--- config.mk ---
export PLATFORM = sky130hd
export DESIGN_NAME = sr_cmd_debouncer
export DESIGN_NICKNAME = d
export VERILOG_FILES = /design/src/rtl/sr_pkg.sv /design/src/rtl/sr_cmd_debouncer_sync_debounce.sv /design/src/rtl/sr_cmd_debouncer.sv
export SDC_FILE = /design/constraint.sdc
export NUM_CORES = 1
export LEC_CHECK = 0
export CAP_MARGIN = 5
export CORE_MARGIN = 2
export CORE_UTILIZATION = 40
export CTS_CLUSTER_DIAMETER = 60
export DETAILED_ROUTE_END_ITERATION = 8
export SLEW_MARGIN = 15
export SYNTH_ARGS = -nofsm -noshare
export SYNTH_HDL_FRONTEND = slang
export SYNTH_SLANG_ARGS = --single-unit
export TNS_END_PERCENT = 20
--- constraint.sdc ---
create_clock -name clk -period 2.1 [get_ports clk]
set_clock_uncertainty 0.1 [all_clocks]
set_input_delay 0.315 -clock clk [delete_from_list [all_inputs] [get_ports clk]]
set_output_delay 0.315 -clock clk [all_outputs]
set_load 0.005 [all_outputs]
--- src/rtl/sr_pkg.sv ---
// sr_pkg: constants shared between the SR command front end and the
// SR flip-flop bench.
//   DEBOUNCE_CYCLES_DEFAULT : cycles a synced input must hold a new level to flip
//   SYNC_STAGES_DEFAULT     : flop depth of each input synchroniser
package sr_pkg;
  localparam int unsigned DEBOUNCE_CYCLES_DEFAULT = 16;
  localparam int unsigned SYNC_STAGES_DEFAULT     = 2;
endpackage

--- src/rtl/sr_cmd_debouncer_sync_debounce.sv ---
// sync_debounce: one push-button channel. Synchronises a raw asynchronous
// line, debounces it into a stable level and flags the stable level's
// rising edge.
// Ports:
//   clk    in  clock, rising edge
//   rst    in  synchronous active-high reset
//   raw    in  raw asynchronous button line
//   stable out debounced level
//   rise   out high for the cycle after stable goes 0->1
module sync_debounce
  import sr_pkg::*;
#(
  parameter int unsigned DEBOUNCE_CYCLES = DEBOUNCE_CYCLES_DEFAULT,
  parameter int unsigned SYNC_STAGES     = SYNC_STAGES_DEFAULT
) (
  input  logic clk,
  input  logic rst,
  input  logic raw,
  output logic stable,
  output logic rise
);

  localparam int unsigned CW = $clog2(DEBOUNCE_CYCLES + 1);
  localparam logic [CW-1:0] CNT_LAST = CW'(DEBOUNCE_CYCLES - 1);
  localparam logic [CW-1:0] CNT_ONE  = CW'(1);

  logic [SYNC_STAGES-1:0] sync;
  logic [CW-1:0]          cnt;
  logic                   stable_d;
  logic                   synced;

  assign synced = sync[SYNC_STAGES-1];

  always_ff @(posedge clk) begin
    if (rst) begin
      sync     <= '0;
      cnt      <= '0;
      stable   <= 1'b0;
      stable_d <= 1'b0;
    end else begin
      sync     <= {sync[SYNC_STAGES-2:0], raw};
      stable_d <= stable;
      // Any cycle back at the stable level restarts the count; the counter
      // clears on the flip, so it never wraps.
      if (synced == stable) begin
        cnt <= '0;
      end else if (cnt == CNT_LAST) begin
        stable <= synced;
        cnt    <= '0;
      end else begin
        cnt <= cnt + CNT_ONE;
      end
    end
  end

  assign rise = stable & ~stable_d;

endmodule

--- src/rtl/sr_cmd_debouncer.sv ---
// sr_cmd_debouncer: front end for an SR flip-flop. Debounces raw set/clear
// buttons and issues single-cycle s_o/r_o pulses that are never high
// together; coinciding set and clear presses are dropped and reported.
// Ports:
//   clk        in  clock, rising edge
//   rst        in  synchronous active-high reset
//   set_btn    in  raw asynchronous set request
//   clr_btn    in  raw asynchronous clear request
//   s_o        out one-cycle set pulse
//   r_o        out one-cycle clear pulse
//   s_lvl      out debounced level of set_btn
//   r_lvl      out debounced level of clr_btn
//   conflict_o out one-cycle flag for coinciding set/clear presses
module sr_cmd_debouncer
  import sr_pkg::*;
#(
  parameter int unsigned DEBOUNCE_CYCLES = DEBOUNCE_CYCLES_DEFAULT,
  parameter int unsigned SYNC_STAGES     = SYNC_STAGES_DEFAULT
) (
  input  logic clk,
  input  logic rst,
  input  logic set_btn,
  input  logic clr_btn,
  output logic s_o,
  output logic r_o,
  output logic s_lvl,
  output logic r_lvl,
  output logic conflict_o
);

  logic rise_s;
  logic rise_r;

  sync_debounce #(
    .DEBOUNCE_CYCLES(DEBOUNCE_CYCLES),
    .SYNC_STAGES    (SYNC_STAGES)
  ) u_set (
    .clk   (clk),
    .rst   (rst),
    .raw   (set_btn),
    .stable(s_lvl),
    .rise  (rise_s)
  );

  sync_debounce #(
    .DEBOUNCE_CYCLES(DEBOUNCE_CYCLES),
    .SYNC_STAGES    (SYNC_STAGES)
  ) u_clr (
    .clk   (clk),
    .rst   (rst),
    .raw   (clr_btn),
    .stable(r_lvl),
    .rise  (rise_r)
  );

  always_ff @(posedge clk) begin
    if (rst) begin
      s_o        <= 1'b0;
      r_o        <= 1'b0;
      conflict_o <= 1'b0;
    end else begin
      s_o        <= rise_s & ~rise_r;
      r_o        <= rise_r & ~rise_s;
      conflict_o <= rise_s & rise_r;
    end
  end

endmodule

# Word level (Yosys, flattened, before mapping)
# Index checks and enable logic that the tools add are counted.
[totals]
output_inout_bits = 5
input_bits = 4
elab_cells = 32
register_bits = 21
[op_classes]
add_sub_neg = 2
bitwise_logic = 11
eq_ne = 4
reduce_logical = 4
[ops]
columns = ["operator", "n"]
rows = [
  ["adder 5 x 1 -> 5 bit, second input constant", 2],
  ["equality test 5 x 4 -> 1 bit, second input constant", 2],
  ["NOT 1 bit", 6],
  ["OR reduction 3 bit", 2],
  ["bitwise AND 1 bit", 5],
  ["AND reduction 2 bit", 2],
  ["equality test 1 bit", 2],
]

# Longest topological paths before layout
[logic_depth]
word_depth = 4
mapped_depth = 5
depth_no_buf = 5

# By module
# From an unflattened synthesis, not the netlist that was laid out.
[hier_totals]
cells_unflattened = 66
area_unflattened_um2 = 723.2
[modules_own_cells]
columns = ["module", "area_per_inst_um2", "n_inst", "seq_area_each_um2", "cells_each"]
rows = [
  ["sync_debounce", 319.1, 2, 180.2, 30],
  ["sr_cmd_debouncer", 85.1, 1, 60.1, 6],
]

# Worst setup path after synthesis
# No wires, ideal clock.
[synth_path]
path_kind = "register to register"
from = "register u_set.cnt[0]"
to = "register u_set.cnt[2]"
path_stages_with_launch = 6
required_time_ns = 1.936
synth_period_minus_slack_ns = 1.537
arrival_time_ns = 1.372
n_path_buf = 0
slack_ns = 0.563
setup_ns = 0.064
path_cell_list = "dfxtp_1 > ha_1 > and3_1 > ha_1 > or3_4 > nor2_1"
[synth_via]
elab_chain_len = 2
word_cells_on_any_way = 3
cone_classes = "1 x add/sub; 1 x eq/ne; 1 x reduce/logical"
[synth_lines]
columns = ["element", "line", "source"]
rows = [
  ["from (decl)", "sr_cmd_debouncer_sync_debounce.sv:28", "logic [CW-1:0] cnt;"],
  ["from (signal assigned)", "sr_cmd_debouncer_sync_debounce.sv:51", "cnt <= cnt + CNT_ONE;"],
  ["parallel branches: the longest is 2 deep, another holds adder 5 x 1 -> 5 bit", "-", ""],
]
# Several ways; the timed one is not identified.
# A chain may end at the register's enable or synchronous reset.

# Final worst setup path
[layout_path]
from = "register u_clr.stable"
to = "output port r_lvl"
[layout_lines]
columns = ["element", "line", "source"]
rows = [
  ["from (decl)", "sr_cmd_debouncer_sync_debounce.sv:19", "output logic stable,"],
  ["from (signal assigned)", "sr_cmd_debouncer_sync_debounce.sv:48", "stable <= synced;"],
  ["to (decl)", "sr_cmd_debouncer.sv:27", "output logic r_lvl,"],
]
# No word-level cell between the ends.

==> flow_summary.json <==
{
  "ys_types": 16,
  "place_area_um2": 840,
  "tightest_slew_ns": 0.202,
  "start_util": 0.425,
  "design.portCount": 9,
  "use_met2": 0.150,
  "grt_pass1_wl_mm": 1.64,
  "end_kind": "output pin",
  "p_comb_frac": 0.028,
  "fin_util": 0.507,
  "area_growth_syn_to_layout_pct": 19.3,
  "clk_pin_slew_worst_paths_ns": 0.11,
  "ctsRootBufferMaster": "clkbuf_4",
  "critPathRequiredTime_ns": 1.68,
  "multi_input_area_um2": 285,
  "powerDensity_mw_per_mm2": 701,
  "cts_tree": "done",
  "die_h_um": 46.6,
  "grt_overflow": 0,
  "cpMaxStageDelayCell": "clkdlybuf4s50_1",
  "drtAntennaViolNets": 0,
  "grt.busiest_layer": "met2",
  "cts.repair.resized": 0,
  "mostFrequentLayoutCell": "dfxtp_1",
  "timing.rr.end": "u_clr.cnt[2]",
  "antenna_found_initial": 0,
  "most-common-layout-cells": "dfxtp_1, nor2_1, clkdlybuf4s50_1",
  "clock_latency_ns": 0.29,
  "p_sw_mw": 0.120,
  "postLayoutCellArea_um2": 866,
  "critPathMaxStageDelay_ns": 0.54,
  "cap_viol_max_count": 0,
  "hpwl_um": 676,
  "remaining_drc_errors": 0,
  "power.leakage_nw": 0.328,
  "wire_per_inst_um": 8.63,
  "drive_gt1_frac": 0.0759,
  "ys_seq_area_frac": 0.579,
  "crit_chain": "clkdlybuf4s50_1",
  "hold_slack_ns": 0.347,
  "use_met1": 0.143,
  "register_area_um2": 420,
  "grt_pass1_vias": 389,
  "path_class": "reg -> out",
  "grt_max_degree": 12,
  "drtIter0Drc": 0,
  "syn-cell-area_um2": 726,
  "syn_avg_cell_area_um2": 10.8,
  "worst-r2r-cell-count": 5,
  "irDropWorstVdd_uv": 326,
  "switching_share": 0.197,
  "period_minus_slack_ns": 1.67,
  "syn-num-nets": 75,
  "row_count": 15,
  "setup_viol": 0,
  "rsz0062_at_grt": "false",
  "rrSetupSlack_ns": 0.47,
  "p_seq_frac": 0.667,
  "p_total_mw": 0.607,
  "cts_sinks": 21,
  "firstDrtPassIters": 1,
  "hp-start": "u_set.cnt[0]",
  "diodes": 0,
  "fin_crit_sh": 0.793,
  "cts-htree-levels": 1,
  "vias": 437,
  "core_area_mm2": 0.00171,
  "max_freq_mhz": 600,
  "gp_congestion": 0.698,
  "fill_cells": 167,
  "hold_viol": 0,
  "synth_seq_cells": 21,
  "cts_setup_buffers": 0,
  "power.share.clock": 0.305,
  "portBuffers": 8,
  "cp_max_fo": 5,
  "arrival_ns": 1.25,
  "whs_path_depth": 1,
  "critPathTopFamily": "buffers and inverters",
  "viasPerCell": 4.20,
  "clock_path_buffers": 2,
  "relSlewSlack": 0.865,
  "die_x_um": 46.6,
  "yosys_warnings": 0,
  "drt_wl_total_um": 898,
  "netlist_instances": 67,
  "holdPathEnd": "u_set.cnt[0]",
  "p_int_mw": 0.487,
  "cp-start-kind": "register",
  "nets": 88,
  "tns_ns": 0,
  "critPathBufInv": 1,
  "r2r-start": "u_clr.cnt[0]",
  "fp.dieArea_mm2": 0.00217,
  "grtUsageTotal": 0.116,
  "met3_usage": 0.0471,
  "cts_hold_buf": 0,
  "cts_made_buffers": 3,
  "status": "completed",
  "slew_violations": 0,
  "hold_path_class": "reg -> reg"
}
[cell families after synthesis]
group,Yosys count,synth area share
xor+xnor,6,0.0724
fa+ha+maj,4,0.0690
buf+inv,5,0.0276
flops,21,0.579
mux,2,0.0276
simple gates,29,0.224
[metal layers]
layer | part of all wire | wire, um | vias to the layer above
li1 | - | - | 236
met1 | 0.53 | 480 | 190
met2 | 0.40 | 358 | 9
met3 | 0.053 | 48 | 2
met4 | 0.011 | 10 | 0
met5 | 0 | 0 | -
[worst reg2reg max path, cell delays in order (launching register included)]
cell	delay, ns
dfxtp_1	0.34
ha_1	0.22
and3_1	0.17
ha_1	0.21
or3_4	0.43
nor2_1	0.10
[state kept, by name (all words and copies together), names as in the netlist]
| signal | cells |
|---|---|
| u_set.stable_d | 1 |
| u_clr.cnt | 5 |
| u_set.stable | 1 |
| u_clr.stable | 1 |
| u_set.cnt | 5 |
| u_set.sync | 2 |
| s_o | 1 |
| u_clr.stable_d | 1 |
| r_o | 1 |
| u_clr.sync | 2 |
| conflict_o | 1 |
[power groups by stage]
stage               logic [mW]  registers, mW  clock network [mW]
CTS                     0.0176          0.405               0.198
finish                  0.0172          0.405               0.185
floorplan              0.00959          0.414                   0
detailed placement      0.0175          0.414                   0
global placement        0.0173          0.414                   0
global route            0.0195          0.406               0.219
[layout make-up]
type | count | share of cell area
multi-input cells | 41 | 0.329
repair buffers | 9 | 0.101
inverters | 4 | 0.0173
flip-flops and latches | 21 | 0.486
clock buffers | 4 | 0.0303
well taps | 25 | 0.0361
[synthesized netlist by cell type, drive strengths merged]
| library cell | instances | area (um2) |
|---|---|---|
| mux2i | 2 | 20.0 |
| and3b | 1 | 8.76 |
| nor2 | 12 | 45.0 |
| nor2b | 7 | 43.8 |
| nor3b | 1 | 7.51 |
| nor3 | 1 | 5.00 |
| xor2 | 2 | 17.5 |
| or3 | 2 | 22.5 |
| inv | 4 | 15.0 |
| or2b | 1 | 7.51 |
| clkbuf | 1 | 5.00 |
| dfxtp | 21 | 420 |
| and3 | 2 | 12.5 |
| xnor2 | 4 | 35.0 |
| ha | 4 | 50.1 |
| nand3 | 2 | 10.0 |
[worst max-delay path by stage]
stage	startpoint	end	slack (ns)	cells past startpoint
6_report	u_clr.stable	r_lvl	0.43	1
5_1_grt	u_clr.stable	r_lvl	0.35	1
4_1_cts	u_clr.stable	r_lvl	0.41	1
3_5_place_dp	u_clr.cnt[0]	u_clr.cnt[2]	0.49	5
3_3_place_gp	u_set.cnt[0]	u_set.cnt[3]	0.51	5
2_1_floorplan	u_set.cnt[0]	u_set.cnt[2]	0.56	5
[stage by stage]
step / cells / setup WS [ns]
after CTS: 104 / 0.413
after global placement: 100 / 0.511
after floorplan: 67 / 0.563
after detailed placement: 100 / 0.486
final: 104 / 0.434
after global routing: 104 / 0.346
No activity file was read; power rests on OpenSTA's default activity.
